`config.mk`:
```
export PLATFORM = sky130hd
export DESIGN_NAME = regfile_sb
export DESIGN_NICKNAME = d
export VERILOG_FILES = /design/src/rtl/regfile_sb.sv
export SDC_FILE = /design/constraint.sdc
export NUM_CORES = 2
export LEC_CHECK = 0
export BUFFER_PORTS_ARGS = -buffer_cell sky130_fd_sc_hd__buf_2
export CORE_MARGIN = 2
export CORE_UTILIZATION = 60
export CTS_CLUSTER_SIZE = 30
export DETAILED_ROUTE_END_ITERATION = 6
export PLACE_DENSITY = 0.77
export SLEW_MARGIN = 20
export SYNTH_ARGS = -nofsm -noshare
export SYNTH_HDL_FRONTEND = slang
export SYNTH_SLANG_ARGS = --single-unit
```
`constraint.sdc`:
```
create_clock -name clk -period 7.5 [get_ports clk]
set_input_delay 1.125 -clock clk [delete_from_list [all_inputs] [get_ports clk]]
set_output_delay 1.125 -clock clk [all_outputs]
set_load 0.05 [all_outputs]
```
`src/rtl/regfile_sb.sv`:
```
// Multi-port integer register file with two write ports, optional write-to-read
// bypass and a per-register pending-write scoreboard for decode stall logic.
module regfile_sb #(
    parameter int unsigned XLEN   = 32,
    parameter int unsigned NREG   = 32,
    parameter int unsigned AW     = 5,
    parameter int unsigned NRP    = 2,
    parameter int unsigned BYPASS = 1
) (
    input  logic                  clk,
    input  logic                  rst,
    input  logic [NRP*AW-1:0]     rd_addr,
    output logic [NRP*XLEN-1:0]   rd_data,
    output logic [NRP-1:0]        rd_busy,
    input  logic                  wa_en,
    input  logic [AW-1:0]         wa_addr,
    input  logic [XLEN-1:0]       wa_data,
    input  logic                  wb_en,
    input  logic [AW-1:0]         wb_addr,
    input  logic [XLEN-1:0]       wb_data,
    input  logic                  iss_en,
    input  logic [AW-1:0]         iss_addr,
    output logic [AW:0]           busy_cnt,
    output logic                  idle
);

    logic [XLEN-1:0] regs_q [NREG];
    logic [NREG-1:0] busy_q, busy_d;
    logic [AW:0]     cnt_q, cnt_d;
    logic            wa_act, wb_act;

    assign wa_act = wa_en && (wa_addr != '0);
    assign wb_act = wb_en && (wb_addr != '0);

    // A new issue outranks a same-cycle writeback: the new producer owns the register.
    always_comb begin
        busy_d = busy_q;
        cnt_d  = '0;
        for (int r = 1; r < NREG; r++) begin
            if (iss_en && (iss_addr == AW'(r))) begin
                busy_d[r] = 1'b1;
            end else if ((wa_en && (wa_addr == AW'(r))) || (wb_en && (wb_addr == AW'(r)))) begin
                busy_d[r] = 1'b0;
            end
        end
        busy_d[0] = 1'b0;
        for (int r = 0; r < NREG; r++) begin
            cnt_d = cnt_d + (AW+1)'(busy_d[r]);
        end
    end

    always_ff @(posedge clk) begin
        if (rst) begin
            busy_q <= '0;
            cnt_q  <= '0;
        end else begin
            busy_q <= busy_d;
            cnt_q  <= cnt_d;
        end
    end

    // Port B is written last so it wins an address collision with port A.
    always_ff @(posedge clk) begin
        if (rst) begin
            for (int r = 0; r < NREG; r++) begin
                regs_q[r] <= '0;
            end
        end else begin
            if (wa_act) regs_q[wa_addr] <= wa_data;
            if (wb_act) regs_q[wb_addr] <= wb_data;
        end
    end

    always_comb begin
        logic [AW-1:0]   a;
        logic [XLEN-1:0] d;
        logic            b;
        a       = '0;
        d       = '0;
        b       = 1'b0;
        rd_data = '0;
        rd_busy = '0;
        for (int i = 0; i < NRP; i++) begin
            a = rd_addr[i*AW +: AW];
            d = regs_q[a];
            b = busy_q[a];
            if (BYPASS != 0) begin
                if ((wb_act && (wb_addr == a)) || (wa_act && (wa_addr == a))) begin
                    d = (wb_act && (wb_addr == a)) ? wb_data : wa_data;
                    b = iss_en && (iss_addr == a);
                end
            end
            if (a == '0) begin
                d = '0;
                b = 1'b0;
            end
            rd_data[i*XLEN +: XLEN] = d;
            rd_busy[i]              = b;
        end
    end

    assign busy_cnt = cnt_q;
    assign idle     = (cnt_q == '0);

endmodule

```
Yosys cells after proc, flatten, opt, wreduce, memory -nomap -nowiden
Memories as Yosys holds them, arrays and structs flattened.
Cells that the tools add are included.

storage, ports and cells
  register bits = 38
  memory bits (writable) = 1024
  input bits = 94
  output and inout bits = 73
  logic and storage cells = 366
  memories kept = 1

memory list
  memory  words  bits a word  read ports  clocked after memory_dff  wr ports  RTL line  source
  regs_q  32     32           2           0                         32        27        logic [XLEN-1:0] regs_q [NREG];

operators by class
  $add $sub $neg = 30
  $lt $le $gt $ge = 2
  equal/unequal tests = 99
  mux-type cells = 90
  reductions and logical operators = 141

operators by type and width
  operator              number
  $mux W32              8
  $eq A5 B5 Y1 const B  48
  $add A6 B1 Y6         25
  $eq A5 B4 Y1 const B  24
  $logic_and A1 B1 Y1   101
  $mux W1               78
  $reduce_or A32 Y1     2
  $eq A5 B3 Y1 const B  12
  $logic_or A1 B1 Y1    33
  $eq A5 B2 Y1 const B  6
  $eq A5 B5 Y1          6
  $eq A5 B1 Y1 const B  3
  $lt A5 B6 Y1 const B  2
  $bmux W1 S5           2
  $logic_not A5 Y1      2
  $mux W5               2
  $reduce_bool A5 Y1    2
  $add A5 B1 Y6         1
  $logic_not A6 Y1      1
  $add A4 B1 Y5         1
  $add A3 B1 Y4         1
  $add A2 B1 Y3         1
  $add A1 B1 Y2         1

Longest topological paths before layout
  depth in word-level cells = 35
  gate-level depth with buffers = 24
  depth with buffers taken out = 22

Least setup slack after synthesis
OpenSTA, ideal clock, no wires.

  kind = input-to-reg
  start = input wb_addr[3]
  end = register cnt_q[4], in the netlist busy_cnt[4]
  setup time = 0.128 ns
  arrival = 6.558 ns
  required time = 7.372 ns
  setup slack = 0.814 ns
  stages = 23
  path buffers = 2
  cell sequence = buf_2 > clkbuf_1 > nor3b_1 > nand2_1 > a32o_1 > fa_1 > inv_1 > fa_1 > inv_1 > fa_1 > inv_1 > fa_1 > fa_1 > inv_1 > fa_1 > inv_1 > fa_1 > fa_1 > inv_1 > a21o_1 > a21oi_1 > xor2_1 > nor2_1

between the ends
  elaborated cells on any way between the ends = 185
  those cells by class = add/sub (30); eq/ne (31); mux (62); reduce/logical (62)

RTL lines
  item                        RTL line  source
  start: declaration          19        input logic [AW-1:0] wb_addr,
  $eq A5 B5 Y1                42        end else if ((wa_en && (wa_addr == AW'(r))) || (wb_en && (wb_addr == AW'(r)))) begin
  $logic_and A1 B1 Y1         42
  $logic_or A1 B1 Y1          42
  $mux W1                     42
  $mux W1                     40        if (iss_en && (iss_addr == AW'(r))) begin
  via busy_d[24]              28        logic [NREG-1:0] busy_q, busy_d;
  $add A6 B1 Y6 (8 in a row)  48        cnt_d = cnt_d + (AW+1)'(busy_d[r]);
  end signal: assignment      58        cnt_q <= cnt_d;
  end: declaration            29        logic [AW:0] cnt_q, cnt_d;

The timed path passes the listed nets, and every way through them passes these cells.
A chain may end at the register's enable or synchronous reset.

Worst setup path after layout
  start = input wa_addr[1]
  end = register cnt_q[4], in the netlist busy_cnt[4]

between the ends
  longest elaborated chain between the ends = 35
  elaborated cells on any way between the ends = 185
  those cells by class = add/sub (30); eq/ne (31); mux (62); reduce/logical (62)

RTL lines
  item                                                 RTL line  source
  start: declaration                                   16        input logic [AW-1:0] wa_addr,
  $eq A5 B1 Y1 / $eq A5 B2 Y1 (equally long branches)  42
  $logic_and A1 B1 Y1                                  42
  $logic_or A1 B1 Y1                                   42
  $mux W1                                              42
  $mux W1                                              40
  $add A1 B1 Y2                                        48
  $add A2 B1 Y3                                        48
  $add A3 B1 Y4                                        48
  $add A4 B1 Y5                                        48
  $add A5 B1 Y6                                        48
  $add A6 B1 Y6 (24 in a row)                          48
  $add A6 B1 Y6 (*)                                    48

Mark *: on every way between the ends. The rest lies on a longest branch, timed or not.

==> out/qor.yml <==
run_status:
  outcome: "complete, but fails checks"
  violations: "design-rule violations"
yosys:
  syn_inst: 5172
  synth_area_leaders: "edfxtp_1, a22o_1, mux4_2"
  synth_most_common_cell: "edfxtp_1"
  synthFlopType: "edfxtp_1"
  netlist.top_cell.by_area: "edfxtp_1"
  yosys_warnings: 0
  synthesis.area_um2: 64500
  ys_seq_area_share_pct: 48.8
  synth_cell_types: 66
  synth_top_area_share_pct: 47.7
  synth_enable_flop_cells: 1024
  netlist_top_cells_count: "edfxtp_1, a22o_1, clkbuf_1, nand2_1, mux2i_1"
  synth-seq-cells: 1061
  avgSynthCellArea_um2: 12.5
  synthArstFlopShare_pct: 0
sta:
  tns_ns: 0
  maxSlewHeadroom_pct: 15.8
  final.setup_skew_ns: 0.0116
  drv_slew: 0
  fmax_mhz: 159
  worstMarginPinSlew_ns: 1.25
  rsz0062_at_grt: "false"
  final_hold_viol_count: 0
  post-route-period-util_pct: 84.1
  finalSetupViolCount: 0
  min_period_ns: 6.31
floorplanning:
  core_um2: 107000
  dieHeight_um: 332
  die_w_um: 332
  die_area_um2: 110000
  start_util_pct: 60.3
  pin_count: 167
  row_count: 120
placed_design:
  gp_congestion: 0.976
  io_buffers: 166
  dp_cells: 6248
  dpl.hpwl_mm: 144
setup_path:
  cp-start-kind: "input port"
  cpMostUsedCell: "fa_1"
  r2r_slack_ns: 2.21
  reg2reg_from: "busy_q[16]"
  endpoint_kind: "flip-flop"
  slowest_stage: "fa_1"
  timing.rr.end: "busy_cnt[4]"
  path_cells: "buf_2, nor2_1, and2_0, buf_4, a22oi_1, a22oi_1, fa_1, fa_1, fa_1, fa_1, fa_1, inv_1, fa_1, inv_1, fa_1, fa_1, inv_1, a21o_1, a21oi_1, xor2_1, nor2_1"
  critPathMaxStageDelay_ns: 0.56
  crit_fanout: 7
  cp_data_required_time_ns: 8.09
  cp_data_arrival_time_ns: 6.89
  crit_type: "input port to flip-flop"
  reg2reg_depth: 16
clock_tree:
  clk_pin_slew_ns: 0.07
  postCtsSetupBuffers: 0
  clock_latency_ns: 0.73
  cts_hold_buf: 0
  htreeDepth: 3
  cts_buffers: 114
  cts_resized: 0
  clock_sinks: 1061
  clockBufferDepth: 3
  clock-root-buffer: "clkbuf_16"
  cts_tree: "done"
finish:
  final.fill_count: 7687
  drive_above_1_share_pct: 19.7
  final_cells: 6467
  nets: 5086
  syn_to_final_growth_pct: 8.52
flow_run:
  maxCapViolCount: 0
drt:
  drc_errors: 10
  routed_wl_mm: 252
  wl_per_cell_um: 39.0
  vias_per_cell: 8.19
  antenna_left: 0
  drt-initial-drc-count: 10100
  firstDrtPassIters: 7
  routed-via-count: 52900
power_and_ir_drop:
  cellPowerDensity_nw_per_um2: 217
  finalPower_mw: 15.2
  vdd_drop_max_mv: 0.227
  leakage_nw: 24.4
global_routing:
  antenna_found_initial: 15
  grt_overflow: 0
  grt_usage_pct: 44.6
  grt_pass1_wl_mm: 356
  first_global_vias: 51900
  grt_max_degree: 99
worst_hold_path:
  hold_path_end: "busy_q[18]"
  hold_path_class: "flip-flop to flip-flop"
  hold_depth: 2
  holdCritStartpoint: "busy_q[18]"
stage by stage:
step / setup slack, ns / utilization (%) / hold slack (ns) / area, µm²
after floorplan: 0.814 / - / 0.515 / 64600
final: 1.19 / 65.5 / 0.670 / 70000
after CTS: 1.24 / 65.4 / 0.668 / 69900
after detailed placement: 0.506 / 61.9 / 0.653 / 66200
after global routing: 0.971 / 65.5 / 0.697 / 70000
after global placement: 0.479 / 61.9 / 0.636 / 66200
worst max-delay path, delay by kind of cell:
family / cells / cell delay, ns
XOR/XNOR: 1 / 0.13
AND/OR/NAND/NOR: 3 / 0.65
adder cells (fa/ha/maj): 8 / 3.88
AO/OA/AOI/OAI: 4 / 0.59
buffers and inverters: 5 / 0.51
report_power, final:
part           switching [mW]  internal, mW
clock                    2.48          3.26
sequential              0.184          6.85
combinational            1.67         0.766
total                    4.33          10.9
placed cells by master (no fill, tap or decap), drive strengths merged, types with 14 or more instances in the layout:
master / instances
nand3: 50
fa: 23
conb: 32
a22oi: 18
mux2i: 382
o211ai: 63
o22ai: 16
mux2: 66
mux4: 276
xor2: 15
a211oi: 127
nand2b: 15
nor3: 43
or3: 14
buf: 357
a221oi: 63
clkbuf: 143
a22o: 1006
dfxtp: 37
a2111oi: 126
nor2: 90
nor2b: 157
edfxtp: 1024
nand2: 424
xnor2: 18
clkinv: 45
nor4: 66
o21ai: 171
inv: 62
how the worst max path moves through the flow:
stage / slack [ns] / from / to / cells after the start
detailed placement: 0.51 / wa_addr[2] / busy_cnt[4] / 22
floorplan: 0.81 / wb_addr[3] / busy_cnt[4] / 23
CTS: 1.24 / wa_addr[1] / busy_cnt[4] / 21
finish: 1.19 / wa_addr[1] / busy_cnt[4] / 21
global route: 0.97 / wb_addr[3] / busy_cnt[4] / 22
global placement: 0.48 / wb_addr[3] / busy_cnt[4] / 22
area by class of cell:
type	count	area, µm²	share of cell area, %
timing repair buffer	357	2450	3.51
inverter	58	218	0.311
multi-input combinational	3370	30400	43.4
tap	1403	1760	2.51
antenna	10	25.0	0.0358
sequential	1061	31500	45.0
clock buffer	143	2980	4.26
clock inverter	65	712	1.02
per-layer routing:
layer	wire length, µm	GRT usage, %	vias up
met5	377	1.22	-
met4	18400	27.5	18
met3	43300	17.8	1450
met2	108000	65.9	5430
met1	81600	55.0	25600
li1	-	-	20400
cell families after synthesis:
logic type      after synthesis  synth area share, %
compound gates             1648                 21.2
flops                      1061                 48.8
simple gates                903                 6.71
buf+inv                     772                 5.27
mux                         724                 16.7
xor+xnor                     33                0.448
fa+ha+maj                    30                0.850
other cells                   1              0.00581
flip-flops by register name, indices dropped and copies added (netlist names):
signal	count
busy_cnt	6
regs_q	1024
busy_q	31
No activity file was read; power rests on OpenSTA's default activity.
